`config.mk`:
```
export PLATFORM = sky130hd
export DESIGN_NAME = cmp
export DESIGN_NICKNAME = d
export VERILOG_FILES = /design/src/rtl/cmp.sv
export SDC_FILE = /design/constraint.sdc
export NUM_CORES = 1
export LEC_CHECK = 0
export BUFFER_PORTS_ARGS = -buffer_cell sky130_fd_sc_hd__buf_4
export CORE_AREA = 2 2 39 41
export CTS_BUF_LIST = sky130_fd_sc_hd__clkbuf_2
export DETAILED_ROUTE_END_ITERATION = 6
export DIE_AREA = 0 0 41 43
export GPL_TIMING_DRIVEN = 0
export PLACE_DENSITY = 0.59
export SLEW_MARGIN = 25
export SYNTH_ARGS = -nofsm -noshare
export SYNTH_HDL_FRONTEND = slang
export SYNTH_SLANG_ARGS = --single-unit
```
`constraint.sdc`:
```
create_clock -name i_clk -period 0.9 [get_ports i_clk]
set_input_delay 0.18 -clock i_clk [delete_from_list [all_inputs] [get_ports i_clk]]
set_output_delay 0.18 -clock i_clk [all_outputs]
set_load 0.05 [all_outputs]
```
`src/rtl/cmp.sv`:
```
// Registered two-operand comparator: EQ / NE / signed LT / unsigned LTU,
// result captured one cycle after the operands and op are presented.
module cmp #(
    parameter int DATA_WIDTH = 8
) (
    input  logic                  i_clk,
    input  logic                  i_rst_n,
    input  logic [DATA_WIDTH-1:0] i_elemA,
    input  logic [DATA_WIDTH-1:0] i_elemB,
    input  logic [1:0]            i_op,
    output logic                  o_output
);

    localparam logic [1:0] OP_EQ  = 2'b00;
    localparam logic [1:0] OP_NE  = 2'b01;
    localparam logic [1:0] OP_LT  = 2'b10;
    localparam logic [1:0] OP_LTU = 2'b11;

    localparam int MSB = DATA_WIDTH - 1;

    logic isEqual;
    logic isLessUnsigned;
    logic isLessSigned;
    logic result_d;
    logic result_q;

    assign isEqual        = (i_elemA == i_elemB);
    assign isLessUnsigned = (i_elemA < i_elemB);

    // Differing sign bits decide the signed order outright; otherwise the
    // magnitude compare gives the right answer for both signs.
    assign isLessSigned = (i_elemA[MSB] != i_elemB[MSB]) ? i_elemA[MSB] : isLessUnsigned;

    always_comb begin
        result_d = 1'b0;
        case (i_op)
            OP_EQ:   result_d = isEqual;
            OP_NE:   result_d = !isEqual;
            OP_LT:   result_d = isLessSigned;
            OP_LTU:  result_d = isLessUnsigned;
            default: result_d = 1'b0;
        endcase
    end

    always_ff @(posedge i_clk or negedge i_rst_n) begin
        if (!i_rst_n) begin
            result_q <= 1'b0;
        end else begin
            result_q <= result_d;
        end
    end

    assign o_output = result_q;

endmodule

```
; ---- After elaboration in Yosys (flattened, before gate mapping)
; Index checks and enable logic that the tools add are counted.
[totals]
out_inout_bits = 1
in_bits = 20
elab_cells = 11
regBits = 1
[classes]
n_mux = 2
n_eq_ne = 5
order_cmp = 1
n_reduce_logical = 2
[op_table]
columns = op, n
row1 = 8-bit == test, 1
row2 = 8-bit < comparator, 1
row3 = 2-bit == test (second input constant), 2
row4 = 1-bit case mux with 4 select lines, 1
row5 = 2-bit by 1-bit == test with 1-bit output (second input constant), 1
row6 = 2-bit zero test, 1
row7 = 1-bit zero test, 1
row8 = 1-bit two-way mux, 1
row9 = 1-bit != test, 1

; ---- Depth between registers and ports, before layout
; Gate-level depths: netlist of the first run.
[logic_depth]
ltp_word = 3
mapped_depth = 6
mapped_depth_nobuf = 6

; ---- Worst setup path after synthesis of the first run
; Ideal clock, no wire load.
[synth_path]
kind = input to register
startpoint = input i_elemB[5]
endpoint = register result_q (netlist: o_output)
stages = 6
path_slack_ns = -0.310
arrival_time_ns = 1.087
setup_ns = 0.123
required_time_ns = 0.777
n_path_buf = 0
path_cell_list = inv_1 > ha_1 > nand3_2 > nor3_2 > xor2_1 > o221a_2
[synth_via]
elab_chain_len = 3
elab_cells_between_ends = 5
classes_between = order compare: 1 / eq/ne: 1 / mux: 2 / reduce/logical: 1
[synth_rtl]
columns = element, line_no
row1 = "start, declared", 9  ; input logic [DATA_WIDTH-1:0] i_elemB,
row2 = 8-bit < comparator / 8-bit == test (equally long branches), "28, 27"
row3 = 1-bit two-way mux / 1-bit zero test (equally long branches), "32, 38"
row4 = 1-bit case mux with 4 select lines (*), 36  ; case (i_op)
row5 = net result_d, 24  ; logic result_d;
row6 = "end signal, assigned", 49  ; result_q <= result_d;
row7 = "end, declared", 25  ; logic result_q;
; Mark *: on every way through the listed nets, which the timed path passes. The rest lies on a longest branch.

; ---- Worst setup path after layout of the first run
[layout_path]
startpoint = input i_elemB[3]
endpoint = register result_q (netlist: o_output)
; Same word-level chain as after synthesis.

==> results of run 1 <==
-- synth_stat cells --
| cell | instances | area (sq um) |
|---|---|---|
| mux2i_1 | 1 | 10.0 |
| nor3_2 | 1 | 10.0 |
| nor2_1 | 1 | 3.75 |
| a211oi_1 | 1 | 7.51 |
| o211ai_1 | 1 | 7.51 |
| a21oi_1 | 2 | 10.0 |
| dfrtp_1 | 1 | 25.0 |
| nand3_1 | 2 | 10.0 |
| nand2_1 | 2 | 7.51 |
| nand3b_1 | 1 | 7.51 |
| a21o_1 | 1 | 7.51 |
| xor2_1 | 1 | 8.76 |
| nand3_2 | 1 | 10.0 |
| inv_1 | 9 | 33.8 |
| ha_1 | 8 | 100 |
| o221a_2 | 1 | 11.3 |
-- metrics by stage --
stage / cell area [sq um] / hold slack (ps) / total power [mW] / setup WS, ps
6_report: 682 / 484 / 0.399 / -394
5_1_grt: 682 / 507 / 0.439 / -474
4_1_cts: 621 / 490 / 0.352 / -358
3_5_place_dp: 561 / -44.2 / 0.318 / -432
3_3_place_gp: 561 / -44.6 / 0.315 / -438
2_1_floorplan: 390 / -116 / 0.204 / -257
-- area by class of cell --
type | instances | area, sq um | area share
Inverter | 9 | 63.8 | 0.0936
Timing Repair Buffer | 23 | 228 | 0.334
Sequential cell | 1 | 25.0 | 0.0367
Multi-Input combinational cell | 24 | 345 | 0.506
Tap cell | 16 | 20.0 | 0.0294
-- metal layers --
layer	up-vias	share of wire	global-route usage
met2	13	0.58	0.166
li1	163	-	-
met5	-	0	0
met4	0	0	0
met3	0	0.096	0
met1	148	0.32	0.111
-- final timing paths --
path                             from        to  slack [ps]  cells after the start
setup / recovery           i_elemB[3]  o_output        -390                      7
hold / removal                i_op[1]  o_output         480                      2
min in group asynchronous     i_rst_n  o_output         510                      2
max in group asynchronous     i_rst_n  o_output         310                      2
-- cell families after synthesis --
| kind of cell | after synthesis | synth area share |
|---|---|---|
| flip-flops | 1 | 0.0926 |
| XOR/XNOR | 1 | 0.0324 |
| multiplexers | 1 | 0.0370 |
| buffers and inverters | 9 | 0.125 |
| AO/OA/AOI/OAI | 6 | 0.162 |
| AND/OR/NAND/NOR | 8 | 0.181 |
| adder cells (fa/ha/maj) | 8 | 0.370 |
-- report_power, final --
| group | internal [mW] | switching, mW | total, mW | leakage (nW) |
|---|---|---|---|---|
| Clock | 0 | 0 | 0 | 0 |
| Sequential | 0.0516 | 0.00147 | 0.0530 | 0.0115 |
| Combinational | 0.199 | 0.146 | 0.346 | 0.287 |
| Total | 0.251 | 0.148 | 0.399 | 0.299 |
-- what timing repair did --
action                     4_1_cts  5_1_grt
setup endpoints to repair        1        1
pin swaps                       12        7
cloned                           0        0
gates resized for setup         10       15
hold buffers                     1        0
hold endpoints to repair         1        0
setup buffers                    2        0
==> results.toml, run 1 <==
[cts]
cts.clk_slew.worst_paths_ps = 0

[critical_path]
path_class = "in2reg"
slowest_stage = "o221a_2"
start_kind = "input pin"
crit_family = "compound AO/OA/AOI/OAI gates"
crit_required_ps = 780
crit_fanout = 2
path_cells = "buf_6 > inv_4 > ha_4 > nand3_4 > nor3_4 > xor2_1 > o221a_2"
crit_path_end_kind = "flip-flop"
path_buf_inv = 2
worst_path_largest_cell_delay_ps = 280
arrival_ps = 1170

[placed_design]
dp.final_hpwl_um = 537
dp.cells = 70
port_buffers = 20
gp_congestion = 0.591

[finish]
fill_cells = 134
antenna_cells = 0
largest_reg_flops = 1
drive_gt1_frac = 0.772
layout_common_cells = "10 x buf_6, 10 x buf_4, 8 x ha_4"
instances_no_fill = 73
final_core_util = 0.493
finalNetCount = 87
area_delta_synth_final_pct = 152

[sta]
rsz0062_at_grt = "yes"
maxSlewHeadroom = 0.900
fin_ws_ps = -394
setup_viol = 1
timing.fmax_mhz = 773
worst_pin_slew_ps = 145
min_period_ps = 1290
setup_tns_ps = -394
drv_slew = 0
hold_viol = 0
fin_crit_sh = 1.44

[route]
wire_per_inst_um = 9.55
wirelength_um = 697
ant_nets = 0
drt-initial-drc-count = 1
vias_per_cell = 4.44
drc_errors = 0
first_pass_iters = 2
via_count = 324

[synthesis]
synth_cells = 34
synth-seq-cells = 1
synth_nets = 62
yosysSeqAreaShare = 0.0926
yosysWarnings = 0
netlist_area_sq_um = 270
ys_types = 16
avgSynthCellArea_sq_um = 7.95

[min_path]
holdCritPathClass = "in2reg"

[die]
rows = 14
pin_count = 21
dieArea_sq_um = 1760
start_util = 0.195
die_w_um = 41
core_sq_um = 1380
die_y_um = 43

[global_routing]
grt_pass1_vias = 308
antenna_found_initial = 0
track_usage = 0.0879
gr-total-overflow = 0
grt_max_degree = 4
grt_pass1_wl_um = 1170

[power_and_ir_drop]
p_per_area_nw_per_um2 = 585
ir_drop_uv = 301
cellLeakagePower_nw = 0.299

[run]
cap_violations = 0

[outcome]
status = "finished with violations"
violations = "setup timing"
No activity file was read; power rests on OpenSTA's default activity.
==> run 2, diff against run 1 <==
--- a/config.mk
+++ b/config.mk
@@ -8,10 +8,11 @@
 export BUFFER_PORTS_ARGS = -buffer_cell sky130_fd_sc_hd__buf_4
 export CORE_AREA = 2 2 39 41
 export CTS_BUF_LIST = sky130_fd_sc_hd__clkbuf_2
+export CTS_CLUSTER_SIZE = 8
 export DETAILED_ROUTE_END_ITERATION = 6
 export DIE_AREA = 0 0 41 43
 export GPL_TIMING_DRIVEN = 0
-export PLACE_DENSITY = 0.59
+export PLACE_DENSITY = 0.6
 export SLEW_MARGIN = 25
 export SYNTH_ARGS = -nofsm -noshare
 export SYNTH_HDL_FRONTEND = slang
==> constraint.sdc (replaced) <==
create_clock -name i_clk -period 1.15 [get_ports i_clk]
set_input_delay 0.23 -clock i_clk [delete_from_list [all_inputs] [get_ports i_clk]]
set_output_delay 0.23 -clock i_clk [all_outputs]
set_load 0.05 [all_outputs]
==> run 2 against run 1 <==
  * The flow still finishes with violations (setup timing)
  * Via count fell by 4.6%
  * First-iteration DRC count unchanged
  * Core utilization is 0.72 points lower
  * Worst setup slack better by 210 ps
  * Critical path type unchanged
  * Largest cell class unchanged
==> results.toml, run 2 (synthesis gave the netlist of run 1 again) <==
[min_path]
holdCritPathClass = "in2async"

[route]
wire_per_inst_um = 8.83
via_count = 309
ant_nets = 0
wirelength_um = 636
vias_per_cell = 4.29
drt-initial-drc-count = 1
drc_errors = 0
first_pass_iters = 4

[finish]
finalNetCount = 86
layout_common_cells = "10 x buf_6, 10 x buf_4, 8 x ha_4"
fill_cells = 128
largest_reg_flops = 1
antenna_cells = 0
drive_gt1_frac = 0.786
fin_area_sq_um = 672
final_core_util = 0.486
area_delta_synth_final_pct = 149

[critical_path]
path_class = "in2reg"
slowest_stage = "o221a_2"
arrival_ps = 1210
crit_fanout = 2
crit_required_ps = 1030
path_cells = "buf_6 > inv_4 > ha_4 > nand3_4 > nor3_4 > xor2_1 > o221a_2"
worst_path_largest_cell_delay_ps = 280
start_kind = "input pin"
crit_path_end_kind = "flip-flop"

[die]
die_y_um = 43
dieArea_sq_um = 1760
die_w_um = 41
start_util = 0.195
core_sq_um = 1380
rows = 14
pin_count = 21

[placed_design]
place_area_sq_um = 561
port_buffers = 20
dp.final_hpwl_um = 525
dp_slack_ps = -248
gp_congestion = 0.662

[sta]
fin_ws_ps = -184
hold_viol = 0
min_period_ps = 1330
fin_crit_sh = 1.16
rsz0062_at_grt = "yes"
worst_pin_slew_ps = 185
timing.fmax_mhz = 750
drv_slew = 0
maxSlewHeadroom = 0.877
setup_viol = 1

[power_and_ir_drop]
cellLeakagePower_nw = 0.295
p_per_area_nw_per_um2 = 458
total_power_mw = 0.308
ir_drop_uv = 161

[global_routing]
grt_pass1_wl_um = 986
track_usage = 0.0739
antenna_found_initial = 0
grt_pass1_vias = 280
grt_max_degree = 4
gr-total-overflow = 0

[outcome]
violations = "setup timing"
status = "finished with violations"

[cts]
cts.clk_slew.worst_paths_ps = 0

[run]
cap_violations = 0
-- run 2: stage by stage --
step / cells / hold slack [ps] / TNS, ps
final: 72 / 5.55 / -184
after global placement: 70 / 5.46 / -240
after floorplan: 34 / -65.6 / -56.6
after global routing: 72 / 10.4 / -260
after CTS: 72 / 6.47 / -166
after detailed placement: 70 / 6.33 / -248
-- run 2: timing repair --
action,in CTS,in global routing
setup buffers,2,0
pin swaps,12,7
hold buffers,0,0
resized for setup,10,15
setup endpoints to repair,1,1
-- run 2: where the power goes --
part	internal [mW]	total [mW]	leakage, nW	switching (mW)
combinational	0.154	0.266	0.283	0.112
sequential	0.0403	0.0414	0.0115	0.00108
clock	0	0	0	0
total	0.194	0.308	0.295	0.113
-- run 2: worst paths after layout --
kind	from	slack (ps)	cells after the start	endpoint
setup / recovery	i_elemB[3]	-180	7	o_output
hold / removal	i_rst_n	6	1	o_output
max in group asynchronous	i_rst_n	1060	1	o_output
min in group i_clk	i_op[1]	530	2	o_output
-- run 2: critical path, delay by kind of cell --
| kind | cells | cell delay, ps |
|---|---|---|
| and+or+nand+nor | 2 | 260 |
| adders and majority gates | 1 | 260 |
| AOI/OAI and AO/OA | 1 | 280 |
| buffers and inverters | 2 | 100 |
| xor gates and xnor gates | 1 | 80 |
-- run 2: per-layer routing --
metal	GRT usage	wire length, um
met4	0	0
met3	0	54
met2	0.128	355
met5	0	0
met1	0.104	227
-- run 2: area by class of cell --
class	count	area, sq um	area share
Inverter	9	63.8	0.0950
Multi-Input combinational cell	24	345	0.514
Sequential cell	1	25.0	0.0372
Tap cell	16	20.0	0.0298
Timing Repair Buffer	22	218	0.324
